===== src/rtl/ball_scheduler_pkg.sv =====
// Shared game constants: ball count defaults, game-controller state codes
// and the ball scheduler state encoding.
package ball_scheduler_pkg;

  localparam int NUM_BALLS_DEFAULT = 5;
  localparam int IDX_W_DEFAULT     = 3;

  typedef enum logic [2:0] {
    GC_RESET      = 3'd0,
    GC_WAIT_SHOT  = 3'd1,
    GC_AIM        = 3'd2,
    GC_MOVE_BALLS = 3'd3,
    GC_SCORE      = 3'd4,
    GC_GAME_OVER  = 3'd5
  } gc_state_t;

  typedef enum logic [2:0] {
    IDLE      = 3'd0,
    FRIC      = 3'd1,
    FRIC_WAIT = 3'd2,
    COLL      = 3'd3,
    COLL_WAIT = 3'd4,
    FINISH    = 3'd5
  } sched_state_t;

endpackage


===== src/rtl/ball_scheduler_pair.sv =====
// pair_counter: walks ball pairs (a,b) with a<b in lexicographic order and
// flags the final pair so the scheduler knows when the collision sweep ends.
module pair_counter
  import ball_scheduler_pkg::*;
#(
  parameter int NUM_BALLS = NUM_BALLS_DEFAULT,
  parameter int IDX_W     = IDX_W_DEFAULT
) (
  input  logic             clk,
  input  logic             reset_n,
  input  logic             i_clear,
  input  logic             i_advance,
  output logic [IDX_W-1:0] o_idx_a,
  output logic [IDX_W-1:0] o_idx_b,
  output logic             o_last
);

  localparam logic [IDX_W-1:0] LAST_B  = IDX_W'(NUM_BALLS - 1);
  localparam logic [IDX_W-1:0] LAST_A  = IDX_W'(NUM_BALLS - 2);
  localparam logic [IDX_W-1:0] IDX_ONE = IDX_W'(1);
  localparam logic [IDX_W-1:0] IDX_TWO = IDX_W'(2);

  logic [IDX_W-1:0] r_idx_a;
  logic [IDX_W-1:0] r_idx_b;
  logic             w_last;

  assign w_last = (r_idx_a == LAST_A) && (r_idx_b == LAST_B);

  // Advancing past the final pair is blocked so the indices never wrap.
  always_ff @(posedge clk or negedge reset_n) begin
    if (!reset_n) begin
      r_idx_a <= '0;
      r_idx_b <= '0;
    end else if (i_clear) begin
      r_idx_a <= '0;
      r_idx_b <= IDX_ONE;
    end else if (i_advance && !w_last) begin
      if (r_idx_b == LAST_B) begin
        r_idx_a <= r_idx_a + IDX_ONE;
        r_idx_b <= r_idx_a + IDX_TWO;
      end else begin
        r_idx_b <= r_idx_b + IDX_ONE;
      end
    end
  end

  assign o_idx_a = r_idx_a;
  assign o_idx_b = r_idx_b;
  assign o_last  = w_last;

endmodule


===== src/rtl/ball_scheduler.sv =====
// ball_scheduler: once per video frame, runs friction on every ball and a
// collision check on every ball pair, then reports whether all balls rest.
module ball_scheduler
  import ball_scheduler_pkg::*;
#(
  parameter int NUM_BALLS = NUM_BALLS_DEFAULT,
  parameter int IDX_W     = IDX_W_DEFAULT
) (
  input  logic             clk,
  input  logic             reset_n,
  input  logic             frame_start,
  input  logic             enable,
  output logic             fric_req,
  output logic [IDX_W-1:0] fric_idx,
  input  logic             fric_ack,
  input  logic             ball_moving,
  output logic             coll_req,
  output logic [IDX_W-1:0] coll_idx_a,
  output logic [IDX_W-1:0] coll_idx_b,
  input  logic             coll_ack,
  input  logic             coll_hit,
  output logic             busy,
  output logic             done_fric_all,
  output logic             overrun
);

  localparam logic [IDX_W-1:0] LAST_IDX = IDX_W'(NUM_BALLS - 1);
  localparam logic [IDX_W-1:0] IDX_ONE  = IDX_W'(1);

  sched_state_t     r_state;
  sched_state_t     w_next;
  logic             r_fric_req;
  logic             r_coll_req;
  logic [IDX_W-1:0] r_fric_idx;
  logic             r_moving_any;
  logic             r_done;
  logic             r_overrun;
  logic             r_abort;

  logic             w_abort;
  logic             w_start;
  logic             w_fric_issue;
  logic             w_fric_done;
  logic             w_fric_adv;
  logic             w_coll_issue;
  logic             w_coll_done;
  logic             w_pair_clear;
  logic             w_pair_adv;
  logic             w_last_pair;
  logic [IDX_W-1:0] w_idx_a;
  logic [IDX_W-1:0] w_idx_b;

  pair_counter #(
    .NUM_BALLS (NUM_BALLS),
    .IDX_W     (IDX_W)
  ) u_pair (
    .clk       (clk),
    .reset_n   (reset_n),
    .i_clear   (w_pair_clear),
    .i_advance (w_pair_adv),
    .o_idx_a   (w_idx_a),
    .o_idx_b   (w_idx_b),
    .o_last    (w_last_pair)
  );

  always_ff @(posedge clk or negedge reset_n) begin
    if (!reset_n) begin
      r_state <= IDLE;
    end else begin
      r_state <= w_next;
    end
  end

  // FRIC/COLL are the issue cycles that raise req; the *_WAIT states hold it
  // until ack, so every transaction is separated by at least one low cycle.
  always_comb begin
    w_next       = r_state;
    w_start      = 1'b0;
    w_fric_issue = 1'b0;
    w_fric_done  = 1'b0;
    w_fric_adv   = 1'b0;
    w_coll_issue = 1'b0;
    w_coll_done  = 1'b0;
    w_pair_clear = 1'b0;
    w_pair_adv   = 1'b0;
    w_abort      = r_abort || !enable;
    case (r_state)
      IDLE: begin
        if (enable && frame_start) begin
          w_start = 1'b1;
          w_next  = FRIC;
        end
      end
      FRIC: begin
        if (w_abort) begin
          w_next = IDLE;
        end else begin
          w_fric_issue = 1'b1;
          w_next       = FRIC_WAIT;
        end
      end
      FRIC_WAIT: begin
        if (fric_ack) begin
          w_fric_done = 1'b1;
          if (w_abort) begin
            w_next = IDLE;
          end else if (r_fric_idx == LAST_IDX) begin
            w_pair_clear = 1'b1;
            w_next       = COLL;
          end else begin
            w_fric_adv = 1'b1;
            w_next     = FRIC;
          end
        end
      end
      COLL: begin
        if (w_abort) begin
          w_next = IDLE;
        end else begin
          w_coll_issue = 1'b1;
          w_next       = COLL_WAIT;
        end
      end
      COLL_WAIT: begin
        if (coll_ack) begin
          w_coll_done = 1'b1;
          if (w_abort) begin
            w_next = IDLE;
          end else if (w_last_pair) begin
            w_next = FINISH;
          end else begin
            w_pair_adv = 1'b1;
            w_next     = COLL;
          end
        end
      end
      FINISH: begin
        w_next = IDLE;
      end
      default: begin
        w_next = IDLE;
      end
    endcase
  end

  always_ff @(posedge clk or negedge reset_n) begin
    if (!reset_n) begin
      r_fric_req   <= 1'b0;
      r_coll_req   <= 1'b0;
      r_fric_idx   <= '0;
      r_moving_any <= 1'b0;
      r_done       <= 1'b0;
      r_overrun    <= 1'b0;
      r_abort      <= 1'b0;
    end else begin
      if (w_fric_issue) begin
        r_fric_req <= 1'b1;
      end else if (w_fric_done) begin
        r_fric_req <= 1'b0;
      end

      if (w_coll_issue) begin
        r_coll_req <= 1'b1;
      end else if (w_coll_done) begin
        r_coll_req <= 1'b0;
      end

      if (w_start) begin
        r_fric_idx <= '0;
      end else if (w_fric_adv && (r_fric_idx != LAST_IDX)) begin
        r_fric_idx <= r_fric_idx + IDX_ONE;
      end

      if (w_start) begin
        r_moving_any <= 1'b0;
      end else if (w_fric_done) begin
        r_moving_any <= r_moving_any | ball_moving;
      end else if (w_coll_done) begin
        r_moving_any <= r_moving_any | coll_hit;
      end

      // Result only updates at the end of a completed pass or when the
      // controller leaves MOVE_BALLS.
      if (!enable) begin
        r_done <= 1'b0;
      end else if (r_state == FINISH) begin
        r_done <= !r_moving_any;
      end

      r_overrun <= frame_start && (r_state != IDLE);

      if (w_start) begin
        r_abort <= 1'b0;
      end else if ((r_state != IDLE) && !enable) begin
        r_abort <= 1'b1;
      end
    end
  end

  assign fric_req      = r_fric_req;
  assign fric_idx      = r_fric_idx;
  assign coll_req      = r_coll_req;
  assign coll_idx_a    = w_idx_a;
  assign coll_idx_b    = w_idx_b;
  assign busy          = (r_state != IDLE);
  assign done_fric_all = r_done;
  assign overrun       = r_overrun;

endmodule


===== config.mk =====
export PLATFORM = sky130hd
export DESIGN_NAME = ball_scheduler
export DESIGN_NICKNAME = d
export VERILOG_FILES = /design/src/rtl/ball_scheduler_pkg.sv /design/src/rtl/ball_scheduler_pair.sv /design/src/rtl/ball_scheduler.sv
export SDC_FILE = /design/constraint.sdc
export NUM_CORES = 1
export LEC_CHECK = 0
export ABC_AREA = 1
export BUFFER_PORTS_ARGS = -buffer_cell sky130_fd_sc_hd__buf_2
export CORE_AREA = 8 8 70 72
export CTS_CLUSTER_DIAMETER = 30
export DETAILED_ROUTE_END_ITERATION = 8
export DIE_AREA = 0 0 78 80
export PLACE_DENSITY = 0.52
export SKIP_LAST_GASP = 1
export SLEW_MARGIN = 20
export SYNTH_ARGS = -nofsm -noshare
export SYNTH_HDL_FRONTEND = slang
export SYNTH_SLANG_ARGS = --single-unit
export TNS_END_PERCENT = 1

===== constraint.sdc =====
create_clock -name clk -period 1.51 [get_ports clk]
set_input_delay 0.151 -clock clk [delete_from_list [all_inputs] [get_ports clk]]
set_output_delay 0.151 -clock clk [all_outputs]
set_load 0.05 [all_outputs]

## Word-level counts from Yosys, hierarchy flattened

Cells that the tools add are included.

| storage, ports and cells | value |
|---|---|
| logic and storage cells | 100 |
| input port bits | 8 |
| memories kept | 0 |
| bits in latches | 0 |
| memory bits (read-only) | 0 |
| register bits | 18 |
| bits in writable memories | 0 |

| cells by class | value |
|---|---|
| eq/ne operators | 13 |
| mux-type cells | 50 |
| bitwise gates (word level) | 2 |
| $add $sub $neg | 4 |
| shifts and indexed selects | 0 |
| reduce and logical (&&, ||, !) cells | 21 |
| div/mod/pow operators | 0 |
| $lt $le $gt $ge | 0 |
| $mul | 0 |

Operators with widths:

| kind | count |
|---|---|
| $mux 3 | 14 |
| $mux 1 | 32 |
| $pmux 3 s5 | 1 |
| $eq 3x3->1 const B | 4 |
| $reduce_bool 2->1 | 6 |
| $add 3x1->3 const B | 3 |
| $eq 3x2->1 const B | 3 |
| $logic_and 1x1->1 | 6 |
| $mux 2 | 3 |
| $ne 2x2->1 const B | 3 |
| $reduce_bool 3->1 | 2 |
| $add 3x2->3 const B | 1 |
| $eq 3x1->1 const B | 1 |
| $logic_not 1->1 | 3 |
| $logic_not 3->1 | 1 |
| $ne 3x3->1 const B | 1 |
| $reduce_and 3->1 | 1 |
| $ne 2x1->1 const B | 1 |
| $or 1x1->1 | 2 |
| $reduce_and 2->1 | 1 |
| $logic_or 1x1->1 | 1 |

## Logic depth before layout (Yosys ltp)

| depth | value |
|---|---|
| depth after elaboration | 9 |
| mapped depth | 9 |
| mapped depth without buffers | 9 |

## By module

From an unflattened synthesis, not the netlist that was laid out.

| unflattened totals | value |
|---|---|
| cells, all modules | 149 |
| area, all modules | 1,124.8 sq um |

By module, submodules not included:

| module | area an instance (sq um) | cells an instance | seq. area each (sq um) | instances |
|---|---|---|---|---|
| ball_scheduler | 701.9 | 92 | 300.3 | 1 |
| pair_counter | 422.9 | 57 | 150.1 | 1 |

## Worst setup path before layout

No wires, ideal clock.

| timing path | value |
|---|---|
| path kind | register -> register |
| from | register u_pair.r_idx_a[1] (netlist: u_pair.o_idx_a[1]) |
| to | register u_pair.r_idx_a[1] (netlist: u_pair.o_idx_a[1]) |
| data arrival time | 1.541 ns |
| library setup time | 0.121 ns |
| stages on the path, launching flop included | 9 |
| data required time | 1.389 ns |
| setup slack | -0.152 ns |
| cells stage by stage | dfrtp_1 -> ha_1 -> ha_1 -> nand3_1 -> nand2_4 -> nor2_4 -> nand2_4 -> nand3_1 -> nand2_1 |

| on the way | value |
|---|---|
| word-level cells in the longest chain between the ends | 9 |
| elaborated cells on any way between the ends | 14 |
| those cells by class | add/sub: 1; eq/ne: 1; mux: 7; reduce/logical: 5 |

RTL lines:

| element | line | RTL |
|---|---|---|
| start, declared | ball_scheduler_pair.sv:23 | `logic [IDX_W-1:0] r_idx_a;` |
| start signal, assigned | ball_scheduler_pair.sv:39 | `r_idx_a <= r_idx_a + IDX_ONE;` |
| $eq 3x2->1 | ball_scheduler_pair.sv:27 | `assign w_last = (r_idx_a == LAST_A) && (r_idx_b == LAST_B);` |
| $logic_and 1x1->1 | ball_scheduler_pair.sv:27 |  |
| $mux 1 | ball_scheduler.sv:129 | `end else if (w_last_pair) begin` |
| $mux 1 | ball_scheduler.sv:127 | `if (w_abort) begin` |
| $mux 1 | ball_scheduler.sv:125 | `if (coll_ack) begin` |
| $mux 1 | ball_scheduler.sv:87 | `case (r_state)` |
| $logic_and 1x1->1 | ball_scheduler_pair.sv:37 | `end else if (i_advance && !w_last) begin` |
| $reduce_bool 2->1 (no line) | -- |  |
| $reduce_and 2->1 (no line) | -- |  |

Parallel ways exist; a longest one is shown, timed or not. The select of a mux whose other input is x is not followed.
A chain may end at the register's enable or synchronous reset.

## Worst setup path in the final report

| timing path | value |
|---|---|
| from | register u_pair.r_idx_a[0] (netlist: u_pair.o_idx_a[0]) |
| to | register u_pair.r_idx_a[1] (netlist: u_pair.o_idx_a[1]) |

The elaborated chain is that of the path after synthesis.

==> qor.csv <==
metric,value,unit
endpoint_kind,flop,
groute.usage.overall,8.974,%
area_growth,24.80,%
max_slew_margin,71.26,%
drt_iter0_markers,38,
max_cap_viol_count,0,
synth_flop_cell,dfrtp_1,
clock_sinks,18,
seq_area_frac_synth,40.77,%
ys_async_sr_fraction,100.0,%
r2r_setup_slack,0.11,ns
drive_above_1_share,30.77,%
syn_area,1105,um2
die-area,6240,um2
gp_congestion,0.8463,
antenna_found_initial,0,
period_share,92.75,%
fillers,428,
core_area,3856,um2
hold_viol,0,
remaining_drc_errors,0,
worstPathMaxFanout,4,
synth_top_area_cell,dfrtp_1,
setup_ws,0.1094,ns
cp-start-kind,flop,
wl_per_cell,11.81,um
power,1.646,mW
syn_avg_cell_area,7.948,um2
vias_per_cell,4.461,
via_count,977,
synth_top_area_share,40.77,%
die_y,80,um
dr.pass1.iters,4,
grt_pass1_wl,4636,um
total_leakage_power,0.7843,nW
antenna_cells,0,
status,"finished, final reports clean",
grt_max_degree,19,
vdd_ir_drop_max,0.5772,mV
clockBufferDepth,2,
required,1.66,ns
gr-total-overflow,0,
numCtsBuffers,3,
ioPinCount,22,
drt-total-wl,2587,um
rsz0062_at_grt,false,
synthDistinctLibCells,22,
hold_class,input port to flop,
finalSetupTns,0,ns
setup_violations,0,
numPortBuffers,21,
synth-edff-count,0,
syn_inst,139,
crit_arrival,1.55,ns
die_w,78,um
grt_pass1_vias,1042,
drv_slew,0,
final_nets,184,
start_util,28.65,%
syn-num-nets,153,
ys_warn_count,0,
cts_root_buffer,clkbuf_8,
period_minus_slack,1.401,ns
fmax,714.0,MHz
htreeDepth,1,
path_clk_slew,0.08,ns
cts_tree,done,
tightestPinTransition,0.4312,ns
place_ws,0.04946,ns
ant_nets,0,
clk_latency,0.26,ns
power_density,1194,nW/um2
rows,23,
critPathKind,flop to flop,
hpwl,2031,um
synthTopCellsByArea,"dfrtp_1, nand2_1, nand3_1, ha_1, inv_1",
clock_skew,0.004846,ns
ys_ff_latch,18,
-- layer usage --
metal | vias to the layer above | wire length [um] | part of all wire (%) | track usage [%]
met1 | 446 | 1195 | 46 | 10.31
met3 | 2 | 166 | 6.4 | 3.716
met2 | 27 | 1203 | 47 | 15.20
met5 | - | 0 | 0 | 0
li1 | 502 | - | - | -
met4 | 0 | 22 | 0.85 | 2.037
-- per-stage QoR --
stage / std cells / instance area (um2) / hold WS [ns] / util [%]
after global placement: 213 / 1301 / 0.1148 / 33.74
after floorplan: 139 / 1111 / -0.1446 / -
after global routing: 219 / 1379 / 0.1147 / 35.76
final: 219 / 1379 / 0.1139 / 35.76
after CTS: 218 / 1366 / 0.1079 / 35.43
after detailed placement: 213 / 1301 / 0.1222 / 33.74
-- power breakdown --
part	switching [mW]	internal, mW
clock network	0.172	0.232
registers	0.0730	0.557
logic	0.444	0.168
-- repair_timing --
| action | in CTS | in global routing |
|---|---|---|
| gates resized for setup | 0 | 1 |
| setup buffers | 0 | 1 |
| hold endpoints to repair | 18 | 0 |
| hold buffers | 1 | 0 |
| setup endpoints to repair | 0 | 7 |
-- layout by cell type (no fill, tap or decap) --
| cell | Yosys | layout |
|---|---|---|
| a21oi_1 | 2 | 2 |
| buf_2 | 0 | 21 |
| buf_4 | 0 | 4 |
| clkbuf_8 | 0 | 4 |
| clkinv_2 | 1 | 1 |
| dfrtp_1 | 18 | 13 |
| dfrtp_2 | 0 | 5 |
| dlygate4sd3_1 | 0 | 1 |
| ha_1 | 6 | 6 |
| inv_1 | 20 | 20 |
| inv_2 | 3 | 3 |
| nand2_1 | 36 | 36 |
| nand2_2 | 1 | 1 |
| nand2_4 | 3 | 3 |
| nand3_1 | 20 | 19 |
| nand3_2 | 1 | 2 |
| nand3_4 | 1 | 1 |
| nand4_1 | 1 | 1 |
| nor2_1 | 7 | 7 |
| nor2_2 | 2 | 2 |
| nor2_4 | 4 | 4 |
| nor3_2 | 1 | 1 |
| o21a_1 | 1 | 1 |
| o21ai_0 | 7 | 7 |
| o22ai_1 | 1 | 1 |
| xnor2_1 | 1 | 1 |
| xor2_1 | 2 | 2 |
-- final timing paths --
check	from	endpoint	cells after the start
worst max-delay path	u_pair.o_idx_a[0]	u_pair.o_idx_a[1]	8
worst min-delay path	frame_start	overrun	3
worst max register to register	u_pair.o_idx_a[0]	u_pair.o_idx_a[1]	8
worst min register to register	r_moving_any	done_fric_all	1
max in group asynchronous	reset_n	fric_idx[0]	2
min in group asynchronous	reset_n	u_pair.o_idx_b[1]	2
-- registers in the layout, indices dropped and copies added (netlist names) --
register	flops
r_moving_any	1
r_state	3
fric_idx	3
r_abort	1
u_pair.o_idx_b	3
coll_req	1
done_fric_all	1
fric_req	1
u_pair.o_idx_a	3
overrun	1
-- critical path: stages (launching register included) --
cell	delay (ns)
dfrtp_2	0.41
ha_1	0.20
ha_1	0.21
nand3_2	0.09
nand2_4	0.05
nor2_4	0.13
nand2_4	0.08
nand3_1	0.07
nand2_1	0.05
-- synth_stat cells, drive strengths merged (2+ instances only) --
master	count
a21oi	2
inv	23
nand3	22
dfrtp	18
nor2	13
o21ai	7
nand2	40
xor2	2
ha	6
-- final cells by class --
class | instances | area, um2 | share of cell area [%]
sequential | 18 | 456.7 | 33.12
multi-input combinational | 97 | 568.0 | 41.20
timing repair buffer | 26 | 145.1 | 10.53
inverter | 24 | 91.34 | 6.624
tap | 50 | 62.56 | 4.537
clock buffer | 4 | 55.05 | 3.993
-- kinds of logic (layout without fill, tap and decap cells) --
kind of cell / after synthesis / in the layout / synth area share, %
adder cells (fa/ha/maj): 6 / 6 / 6.795
flip-flops: 18 / 18 / 40.77
buffers and inverters: 24 / 54 / 8.267
AND/OR/NAND/NOR: 77 / 77 / 36.47
AO/OA/AOI/OAI: 11 / 11 / 5.323
XOR/XNOR: 3 / 3 / 2.379
Note: power is estimated with default switching activity, not from simulation.
